## config.mk

```make
export PLATFORM = sky130hd
export DESIGN_NAME = axis_fft_config_sink
export DESIGN_NICKNAME = d
export VERILOG_FILES = /design/src/rtl/axis_fft_config_sink.sv
export SDC_FILE = /design/constraint.sdc
export NUM_CORES = 1
export LEC_CHECK = 0
export ABC_AREA = 1
export CAP_MARGIN = 10
export CORE_AREA = 2 2 61 121
export CTS_CLUSTER_SIZE = 8
export DETAILED_ROUTE_END_ITERATION = 8
export DIE_AREA = 0 0 63 123
export PLACE_DENSITY = 0.57
export RECOVER_POWER = 25
export SYNTH_ARGS = -nofsm -noshare
export SYNTH_HDL_FRONTEND = slang
export SYNTH_SLANG_ARGS = --single-unit
export TNS_END_PERCENT = 30
```

## constraint.sdc

```tcl
create_clock -name aclk -period 2.4 [get_ports aclk]
set_input_delay 0.36 -clock aclk [delete_from_list [all_inputs] [get_ports aclk]]
set_output_delay 0.36 -clock aclk [all_outputs]
set_load 0.03 [all_outputs]
```

## src/rtl/axis_fft_config_sink.sv

```systemverilog
// AXI4-Stream config sink for one FFT core: latches direction/scale words between
// frames and follows frame boundaries by watching the core's data-input handshake.
module axis_fft_config_sink #(
  parameter int              CFG_W     = 16,
  parameter int              FRAME_LEN = 512,
  parameter int              CNT_W     = 10,
  parameter logic [CFG_W-1:0] RESET_CFG = CFG_W'(16'h0001)
) (
  input  logic               aclk,
  input  logic               areset,
  input  logic [CFG_W-1:0]   s_axis_config_tdata,
  input  logic               s_axis_config_tvalid,
  output logic               s_axis_config_tready,
  input  logic               mon_tvalid,
  input  logic               mon_tready,
  input  logic               mon_tlast,
  output logic               cfg_fwd_inv,
  output logic [CFG_W-2:0]   cfg_scale_sch,
  output logic               cfg_update,
  output logic               frame_active,
  output logic               event_tlast_unexpected,
  output logic               event_tlast_missing,
  output logic [CNT_W-1:0]   frame_cnt
);

  typedef enum logic {ST_IDLE, ST_ACTIVE} state_t;

  localparam logic [CNT_W:0] LP_LEN = (CNT_W+1)'(FRAME_LEN);

  state_t             r_state;
  logic [CFG_W-1:0]   r_cfg;
  logic               r_cfg_update;
  logic               r_ev_unexp;
  logic               r_ev_miss;
  logic [CNT_W-1:0]   r_beat_cnt;
  logic [CNT_W-1:0]   r_frame_cnt;

  logic               w_beat;
  logic               w_cfg_hs;
  logic [CNT_W:0]     w_next_cnt;
  logic               w_len_hit;
  logic               w_end;

  assign s_axis_config_tready = (r_state == ST_IDLE) && !areset;
  assign w_beat     = mon_tvalid && mon_tready;
  assign w_cfg_hs   = s_axis_config_tvalid && s_axis_config_tready;
  // Beat counter is held at 0 in IDLE, so the same end test covers a frame's first beat.
  assign w_next_cnt = {1'b0, r_beat_cnt} + {{CNT_W{1'b0}}, 1'b1};
  assign w_len_hit  = (w_next_cnt == LP_LEN);
  assign w_end      = w_len_hit || mon_tlast;

  always_ff @(posedge aclk or posedge areset) begin
    if (areset) begin
      r_state      <= ST_IDLE;
      r_cfg        <= RESET_CFG;
      r_cfg_update <= 1'b0;
      r_ev_unexp   <= 1'b0;
      r_ev_miss    <= 1'b0;
      r_beat_cnt   <= '0;
      r_frame_cnt  <= '0;
    end else begin
      r_cfg_update <= w_cfg_hs;
      r_ev_unexp   <= 1'b0;
      r_ev_miss    <= 1'b0;
      if (w_cfg_hs) begin
        r_cfg <= s_axis_config_tdata;
      end
      if (w_beat) begin
        if (w_end) begin
          r_state     <= ST_IDLE;
          r_beat_cnt  <= '0;
          r_frame_cnt <= r_frame_cnt + CNT_W'(1);
          r_ev_unexp  <= mon_tlast && !w_len_hit;
          r_ev_miss   <= w_len_hit && !mon_tlast;
        end else begin
          r_state    <= ST_ACTIVE;
          r_beat_cnt <= w_next_cnt[CNT_W-1:0];
        end
      end
    end
  end

  assign cfg_fwd_inv            = r_cfg[0];
  assign cfg_scale_sch          = r_cfg[CFG_W-1:1];
  assign cfg_update             = r_cfg_update;
  assign frame_active           = (r_state == ST_ACTIVE);
  assign event_tlast_unexpected = r_ev_unexp;
  assign event_tlast_missing    = r_ev_miss;
  assign frame_cnt              = r_frame_cnt;

endmodule

```

# --- Yosys cells after proc, flatten, opt, wreduce, memory -nomap -nowiden ---
# Index checks and enable logic that the tools add are counted.
op_classes:
  mul: 0
  reduce_logical: 10
  n_mux: 6
  magnitude_cmp: 0
  addsub: 2
  shifts: 0
  n_bitwise: 1
  n_eq_ne: 1
  div: 0
op_table:
  columns: ["cell", "n"]
  rows:
  - ["10-bit by 1-bit adder with 11-bit output, second input constant", 1]
  - ["11-bit by 10-bit equality test with 1-bit output, second input constant", 1]
  - ["10-bit by 1-bit adder with 10-bit output, second input constant", 1]
  - ["10-bit two-way mux", 1]
  - ["1-bit logical AND", 5]
  - ["1-bit two-way mux", 5]
  - ["1-bit zero test", 3]
  - ["2-bit AND reduction", 1]
  - ["1-bit logical OR", 1]
  - ["1-bit NOT", 1]
totals:
  ram_bits: 0
  input_bits: 22
  mem_count: 0
  latch_bits: 0
  register_bits: 40
  mem_bits_ro: 0
  word_cells: 27

# --- Logic depth before layout (Yosys ltp) ---
# Gate-level depths: netlist of run 1.
logic_depth:
  ltp_word: 6
  mapped_depth: 13
  mapped_depth_nobuf: 13

# --- Worst setup path after synthesis of run 1 ---
# No wires, ideal clock.
synth_path:
  path_type: "register -> register"
  startpoint: "register r_state, in the netlist frame_active"
  endpoint: "register r_cfg[1]"
  required_time_ps: 2334
  path_slack_ps: 521
  setup_time_ps: 66
  arrival_ps: 1813
  stages_incl_launch_ff: 7
  cell_sequence: "dfrtp_1 > nor2_1 > nand2_1 > clkinv_1 > clkbuf_1 > nand2_1 > nand2_1"
synth_via:
  elab_chain_cells: 3
synth_lines:
  columns: ["element", "line_no", "rtl"]
  rows:
  - ["start, declared", "30", "state_t r_state;"]
  - ["start signal, assigned", "54", "r_state <= ST_IDLE;"]
  - ["start signal, assigned", "70", "r_state <= ST_IDLE;"]
  - ["start signal, assigned", "76", "r_state <= ST_ACTIVE;"]
  - ["1-bit NOT", "44", "assign s_axis_config_tready = (r_state == ST_IDLE) && !areset;"]
  - ["1-bit logical AND", "44", null]
  - ["via s_axis_config_tready", "13", "output logic s_axis_config_tready,"]
  - ["1-bit logical AND", "46", "assign w_cfg_hs = s_axis_config_tvalid && s_axis_config_tready;"]
  - ["via w_cfg_hs", "39", "logic w_cfg_hs;"]
  - ["end signal, assigned", "66", "r_cfg <= s_axis_config_tdata;"]
  - ["end, declared", "31", "logic [CFG_W-1:0] r_cfg;"]
# The timed path passes the listed nets, and every way through them passes these cells.
# A chain may end at the register's enable or synchronous reset.

# --- Final worst setup path of run 1 ---
layout_path:
  startpoint: "input areset"
  endpoint: "output s_axis_config_tready"
layout_via:
  elab_chain_cells: 2
layout_lines:
  columns: ["element", "line_no", "rtl"]
  rows:
  - ["start, declared", "10", "input logic areset,"]
  - ["1-bit zero test (no source line)", null, null]
  - ["1-bit logical AND", "44", null]
  - ["end, declared", "13", null]
# Every way passes these cells.

==> results by group, run 1 <==
Routing
  – Pre-Repair DR Iteration Count: 4
  – Routed WL per cell: 11.5 µm
  – DR vias: 1715
  – DRT iter0 DRCs: 75
  – Vias per inst: 4.38
  – Drt drc: 0
  – Antenna viol nets, final: 0
  – Final WL: 4500 µm

Synth
  – Syn_nets: 267
  – Synth Area per Inst: 7.99 µm²
  – Post-Syn Instances: 243
  – Post-synth top area share: 0.503
  – Sequential-to-total area share from yosys stat: 0.516
  – Post-synth cell types: 26
  – Post-synth top area cell: dfrtp_1
  – Mapped Area: 1940 µm²
  – Yosys warnings: 0
  – Synthesis-stage register bit count: 40
  – Top post-synthesis cells by area: dfrtp_1 (50%), nand2_1 (20%), nand3_1 (6.2%)

STA
  – Tmin final: 2.08 ns
  – Max-slew headroom: 0.0768
  – Fin. max-slew vios: 0
  – Actual slew at the worst max-slew pin: 1.38 ns
  – RSZ-0062 raised after global routing: false
  – Setup Viol. Count Final: 0
  – Hold Vio Cnt, Final: 0
  – Highest Clock Rate: 480 MHz
  – Post-Route Setup TNS: 0 ns
  – Final Cycle Share: 0.868
  – Worst Skew: 0.00545 ns

Clock network
  – CTS Buf Count: 5
  – Post CTS Setup Buffer Count: 0
  – CTS tree: yes
  – CTS root buf: clkbuf_16
  – PostCTS Resize Cnt: 0
  – CTS clk-pin slew, worst paths: 0.06 ns
  – CTS Sinks: 40
  – H-tree levels: 2
  – Clk_lat worst skew: 0.28 ns
  – # hold bufs at CTS: 0
  – Clock buffer depth: 2

Finish
  – Commonest non-fill, non-tap cell in the layout: nand2_1
  – Layout cells sized above 1: 0.0662
  – Ant. Diodes: 0
  – Final Util: 0.400
  – FILL cells: 745
  – Most frequent cells in the layout: nand2_1 (104), clkdlybuf4s50_1 (51), dfrtp_1 (39)
  – Syn-to-layout area delta: 40.9%
  – Finished Cell Area: 2740 µm²
  – Nets: 325

Setup path
  – Reg-to-Reg Start: r_beat_cnt[1]
  – Reg-to-reg slack, setup: 0.48 ns
  – Worst R2R End: frame_cnt[2]
  – Slowest cell on crit path: clkdlybuf4s50_1
  – Critical path class: input pin to output port
  – Worst-path cell chain: dlygate4sd3_1 > nor2_1 > clkdlybuf4s50_1
  – CP delay by family, top: buffers and inverters
  – WP data arrival: 1.72 ns
  – R2R depth: 12
  – CP startpoint kind: input pin
  – Critical path buffer and inverter count: 2
  – Worst Path Required: 2.04 ns
  – Worst-path maximum fanout: 2
  – CP endpoint kind: output port
  – Crit path largest cell delay: 0.68 ns

Placement
  – Gpl congestion: 0.862
  – Final HPWL DP: 3280 µm
  – Placement Cell Area: 2570 µm²
  – # port buffers: 52

Die
  – Core box area: 6830 µm²
  – Placement Rows: 43
  – Die height: 123 µm
  – Die width: 63 µm
  – Die Area: 7750 µm²
  – Initial core utilization: 0.284
  – Ports: 53

Min path
  – WHS Path Cells: 2
  – Hold Crit Class: flop to flop
  – Worst hold endpoint: r_cfg[0]
  – Hold Crit Start: r_cfg[0]

Run
  – Max-cap violations: 0

GRT
  – Largest net degree at the start of global routing: 27
  – Initial antenna violation count: 0
  – GR Util All Layers: 0.126
  – Vias in the first global route: 1732
  – Global-route wire length before repair: 7800 µm
  – Gr ovfl total: 0

Run status
  – Outcome: complete, no violations

Power
  – Pleak: 1.30 nW
  – VDD IR max: 0.378 mV
  – Power Dens Cells: 812 nW/µm²
where the power goes:
group / total (mW) / switching (mW) / internal, mW
registers: 0.867 / 0.0921 / 0.775
clock network: 0.776 / 0.282 / 0.494
logic: 0.577 / 0.335 / 0.242
Yosys cell counts, drive strengths merged:
library cell / number
dfstp: 1
nor4: 1
dfrtp: 39
xnor2: 2
o21ai: 6
o21bai: 1
nand3: 24
buf: 3
ha: 2
o22ai: 3
nor2: 11
nand2: 109
inv: 21
a21oi: 3
nor3: 6
clkinv: 1
clkbuf: 2
xor2: 7
nand4: 1
worst reg2reg max path: stages, from the launching register on:
cell     delay [ns]
dfrtp_1        0.39
ha_1           0.20
nand2_2        0.09
nor2_1         0.19
nand2_1        0.07
nand2_1        0.06
nand2_1        0.07
nor2_2         0.11
nand2_2        0.13
nand2_4        0.17
nand2_2        0.16
nand2_1        0.10
nand2_1        0.06
per-layer routing:
layer,global-route usage,vias to the layer above,share of wire
met5,0,-,0
met4,0.0542,0,0.016
met3,0.0346,5,0.060
met2,0.210,45,0.49
met1,0.152,787,0.44
li1,-,878,-
how the worst max path moves through the flow:
stage               cells after the start          from                     end
floorplan                               6  frame_active                r_cfg[1]
CTS                                     3        areset    s_axis_config_tready
global placement                        3        areset    s_axis_config_tready
global route                            3        areset  event_tlast_unexpected
finish                                  3        areset    s_axis_config_tready
detailed placement                      3        areset    s_axis_config_tready
cell families (layout without fill, tap and decap cells):
| logic type | after synthesis | in the layout | synth area share |
|---|---|---|---|
| compound gates | 13 | 13 | 0.0367 |
| flops | 40 | 40 | 0.516 |
| fa+ha+maj | 2 | 2 | 0.0129 |
| buf+inv | 27 | 86 | 0.0599 |
| simple gates | 152 | 152 | 0.334 |
| xor+xnor | 9 | 9 | 0.0406 |
final cells by class:
class                      count  area (µm²)  area share
tap                           90         113      0.0412
multi-input combinational    176         823       0.301
timing repair buffer          56         543       0.199
clock inverter                 3        46.3      0.0169
sequential                    40        1000       0.366
inverter                      22        82.6      0.0302
clock buffer                   5         125      0.0457
sequential cells by signal (all words and copies together) (netlist names):
signal / count
event_tlast_missing: 1
cfg_update: 1
r_beat_cnt: 10
frame_active: 1
r_cfg: 16
frame_cnt: 10
event_tlast_unexpected: 1
stage by stage:
step / hold WS, ns / cells / power, mW / setup WS, ns
2_1_floorplan: 0.433 / 243 / 1.21 / 0.521
3_3_place_gp: 0.460 / 384 / 1.46 / 0.449
3_5_place_dp: 0.459 / 384 / 1.47 / 0.449
4_1_cts: 0.437 / 392 / 2.26 / 0.445
5_1_grt: 0.500 / 392 / 2.35 / 0.212
6_report: 0.468 / 392 / 2.22 / 0.317
No activity file was read; power rests on OpenSTA's default activity.
==> run 2: changes to the inputs <==
CORE_AREA = 2 2 70 106   (was 2 2 61 121)
DIE_AREA = 0 0 72 108   (was 0 0 63 123)
==> run 2 against run 1 <==
Against the previous run: die area is 0.35% higher; first-iteration DRC count is 29% higher; non-clock buffer count is 1 lower; critical path depth stayed put; worst hold slack better by 0.0083 ns; register-to-register slack hardly changed; sequential power is 0.9% lower; maximum frequency is 0.41% lower; sequential share of layout area is 0.93 points higher; setup slack worse by 0.0085 ns; cell count is 3.3% lower; critical path type unchanged; critical endpoint unchanged; largest cell class unchanged; highest routed layer unchanged.
==> results by group, run 2 (synthesized netlist as in run 1, its figures left out) <==
Run status
  – Outcome: complete, no violations

GRT
  – Vias in the first global route: 1715 (-0.98%)
  – Initial antenna violation count: 0 (unchanged)
  – GR Util All Layers: 0.125 (-0.000723)
  – Gr ovfl total: 0 (unchanged)
  – Largest net degree at the start of global routing: 41 (+52%)
  – Global-route wire length before repair: 7690 µm (-1.4%)

Die
  – Core box area: 6810 µm² (-0.40%)
  – Ports: 53 (unchanged)
  – Die width: 72 µm (+14%)
  – Placement Rows: 37 (-14%)
  – Initial core utilization: 0.285 (+0.00115)
  – Die height: 108 µm (-12%)
  – Die Area: 7780 µm² (+0.35%)

Run
  – Max-cap violations: 0 (unchanged)

STA
  – Final Worst Setup Slack: 0.308 ns (-0.00847 ns)
  – Final Cycle Share: 0.872 (+0.00353)
  – Setup Viol. Count Final: 0 (unchanged)
  – Max-slew headroom: 0.315 (+0.238)
  – RSZ-0062 raised after global routing: false
  – Post-Route Setup TNS: 0 ns (unchanged)
  – Fin. max-slew vios: 0 (unchanged)
  – Worst Skew: 0.00706 ns (+0.00160 ns)
  – Actual slew at the worst max-slew pin: 1.03 ns (-0.357 ns)
  – Hold Vio Cnt, Final: 0 (unchanged)
  – Highest Clock Rate: 478 MHz (-0.41%)
  – Tmin final: 2.09 ns (+0.00847 ns)

Placement
  – Final HPWL DP: 3360 µm (+2.4%)
  – Dpl ws: 0.438 ns (-0.0114 ns)
  – # port buffers: 52 (unchanged)
  – Gpl congestion: 0.784 (-9.1%)

Finish
  – Most frequent cells in the layout: nand2_1 (104), clkdlybuf4s50_1 (51), dfrtp_1 (39)
  – Ant. Diodes: 0 (unchanged)
  – Commonest non-fill, non-tap cell in the layout: nand2_1
  – Nets: 324 (-0.31%)
  – Reg with most FFs: r_cfg
  – Syn-to-layout area delta: 37.4%
  – Max reg flops: 16 (unchanged)
  – Layout cells sized above 1: 0.0698 (+0.00354)

Setup path
  – CP delay by family, top: buffers and inverters
  – CP endpoint kind: output port
  – Worst-path cell chain: dlygate4sd3_1 > nor2_1 > clkdlybuf4s50_1
  – Critical path buffer and inverter count: 2 (unchanged)
  – Crit path largest cell delay: 0.68 ns (about the same)
  – Critical path class: input pin to output port
  – CP startpoint kind: input pin
  – Worst Path Required: 2.04 ns (about the same)
  – Worst-path maximum fanout: 2 (unchanged)
  – WP data arrival: 1.73 ns (about the same)
  – Slowest cell on crit path: clkdlybuf4s50_1

Routing
  – DR vias: 1729 (+0.82%)
  – Drt drc: 0 (unchanged)
  – Routed WL per cell: 12.3 µm (+7.4%)
  – Final WL: 4670 µm (+3.8%)
  – Antenna viol nets, final: 0 (unchanged)
  – Vias per inst: 4.56 (+4.3%)
  – DRT iter0 DRCs: 97 (+29%)
  – Pre-Repair DR Iteration Count: 5 (+1)

Power
  – Pwr Total: 2.03 mW (-8.6%)
  – VDD IR max: 0.550 mV (+45%)
  – Pleak: 1.28 nW (-1.3%)
  – Power Dens Cells: 761 nW/µm² (-6.3%)

Min path
  – Hold Crit Class: flop to flop

Clock network
  – Clk_lat worst skew: 0.29 ns (about the same)
  – H-tree levels: 2 (unchanged)
  – CTS clk-pin slew, worst paths: 0.08 ns (+0.02 ns)
  – CTS Sinks: 40 (unchanged)
  – CTS tree: yes
  – CTS Buf Count: 5 (unchanged)
  – # hold bufs at CTS: 0 (unchanged)
  – CTS root buf: clkbuf_8
  – PostCTS Resize Cnt: 0 (unchanged)
  – Clock buffer depth: 2 (unchanged)
  – Post CTS Setup Buffer Count: 0 (unchanged)
run 2: cell count changes in the layout (fill, tap and decap cells not counted), sizes merged:
cell and delta:
clkinvlp -1, inv -1, clkinv +1
run 2: path summary, 6_finish.rpt:
check | slack [ns] | endpoint | cells past startpoint | startpoint
worst max-delay path | 0.31 | s_axis_config_tready | 3 | areset
worst min-delay path | 0.48 | r_cfg[0] | 2 | r_cfg[0]
worst max register to register | 0.47 | frame_cnt[2] | 12 | r_beat_cnt[1]
worst min register to register | 0.48 | r_cfg[0] | 2 | r_cfg[0]
max in group asynchronous | 0.91 | r_beat_cnt[2] | 3 | areset
min in group asynchronous | 0.86 | frame_active | 3 | areset
run 2: worst reg2reg max path: stages, from the launching register on:
cell	delay, ns
dfrtp_1	0.39
ha_1	0.19
nand2_2	0.09
nor2_1	0.20
nand2_1	0.07
nand2_1	0.06
nand2_1	0.07
nor2_2	0.11
nand2_2	0.13
nand2_4	0.17
nand2_2	0.17
nand2_1	0.11
nand2_1	0.06
run 2: where the power goes:
group	leakage [nW]	internal [mW]	switching (mW)	total, mW
clock network	0.0614	0.340	0.249	0.589
logic	0.700	0.242	0.339	0.581
registers	0.518	0.774	0.0856	0.859
run 2: through the flow:
step                      std cells  utilization  hold slack [ns]  instance area [µm²]
after floorplan                 243            -            0.433                 1940
after global placement          371        0.375            0.458                 2550
after detailed placement        371        0.375            0.466                 2550
after CTS                       379        0.392            0.482                 2670
after global routing            379        0.392            0.501                 2670
final                           379        0.392            0.476                 2670
run 2: layer usage:
layer,wire [µm],GRT usage
met4,93,0.0512
met1,1970,0.140
met5,0,0
met3,191,0.0289
met2,2420,0.225
run 2: layout make-up:
cell class                      count  area, µm²
Clock buffer                        6       82.6
Clock inverter                      2       38.8
Fill cell                         674       4140
Inverter                           22       82.6
Multi-Input combinational cell    176        823
Sequential cell                    40       1000
Tap cell                           78       97.6
Timing Repair Buffer               55        541
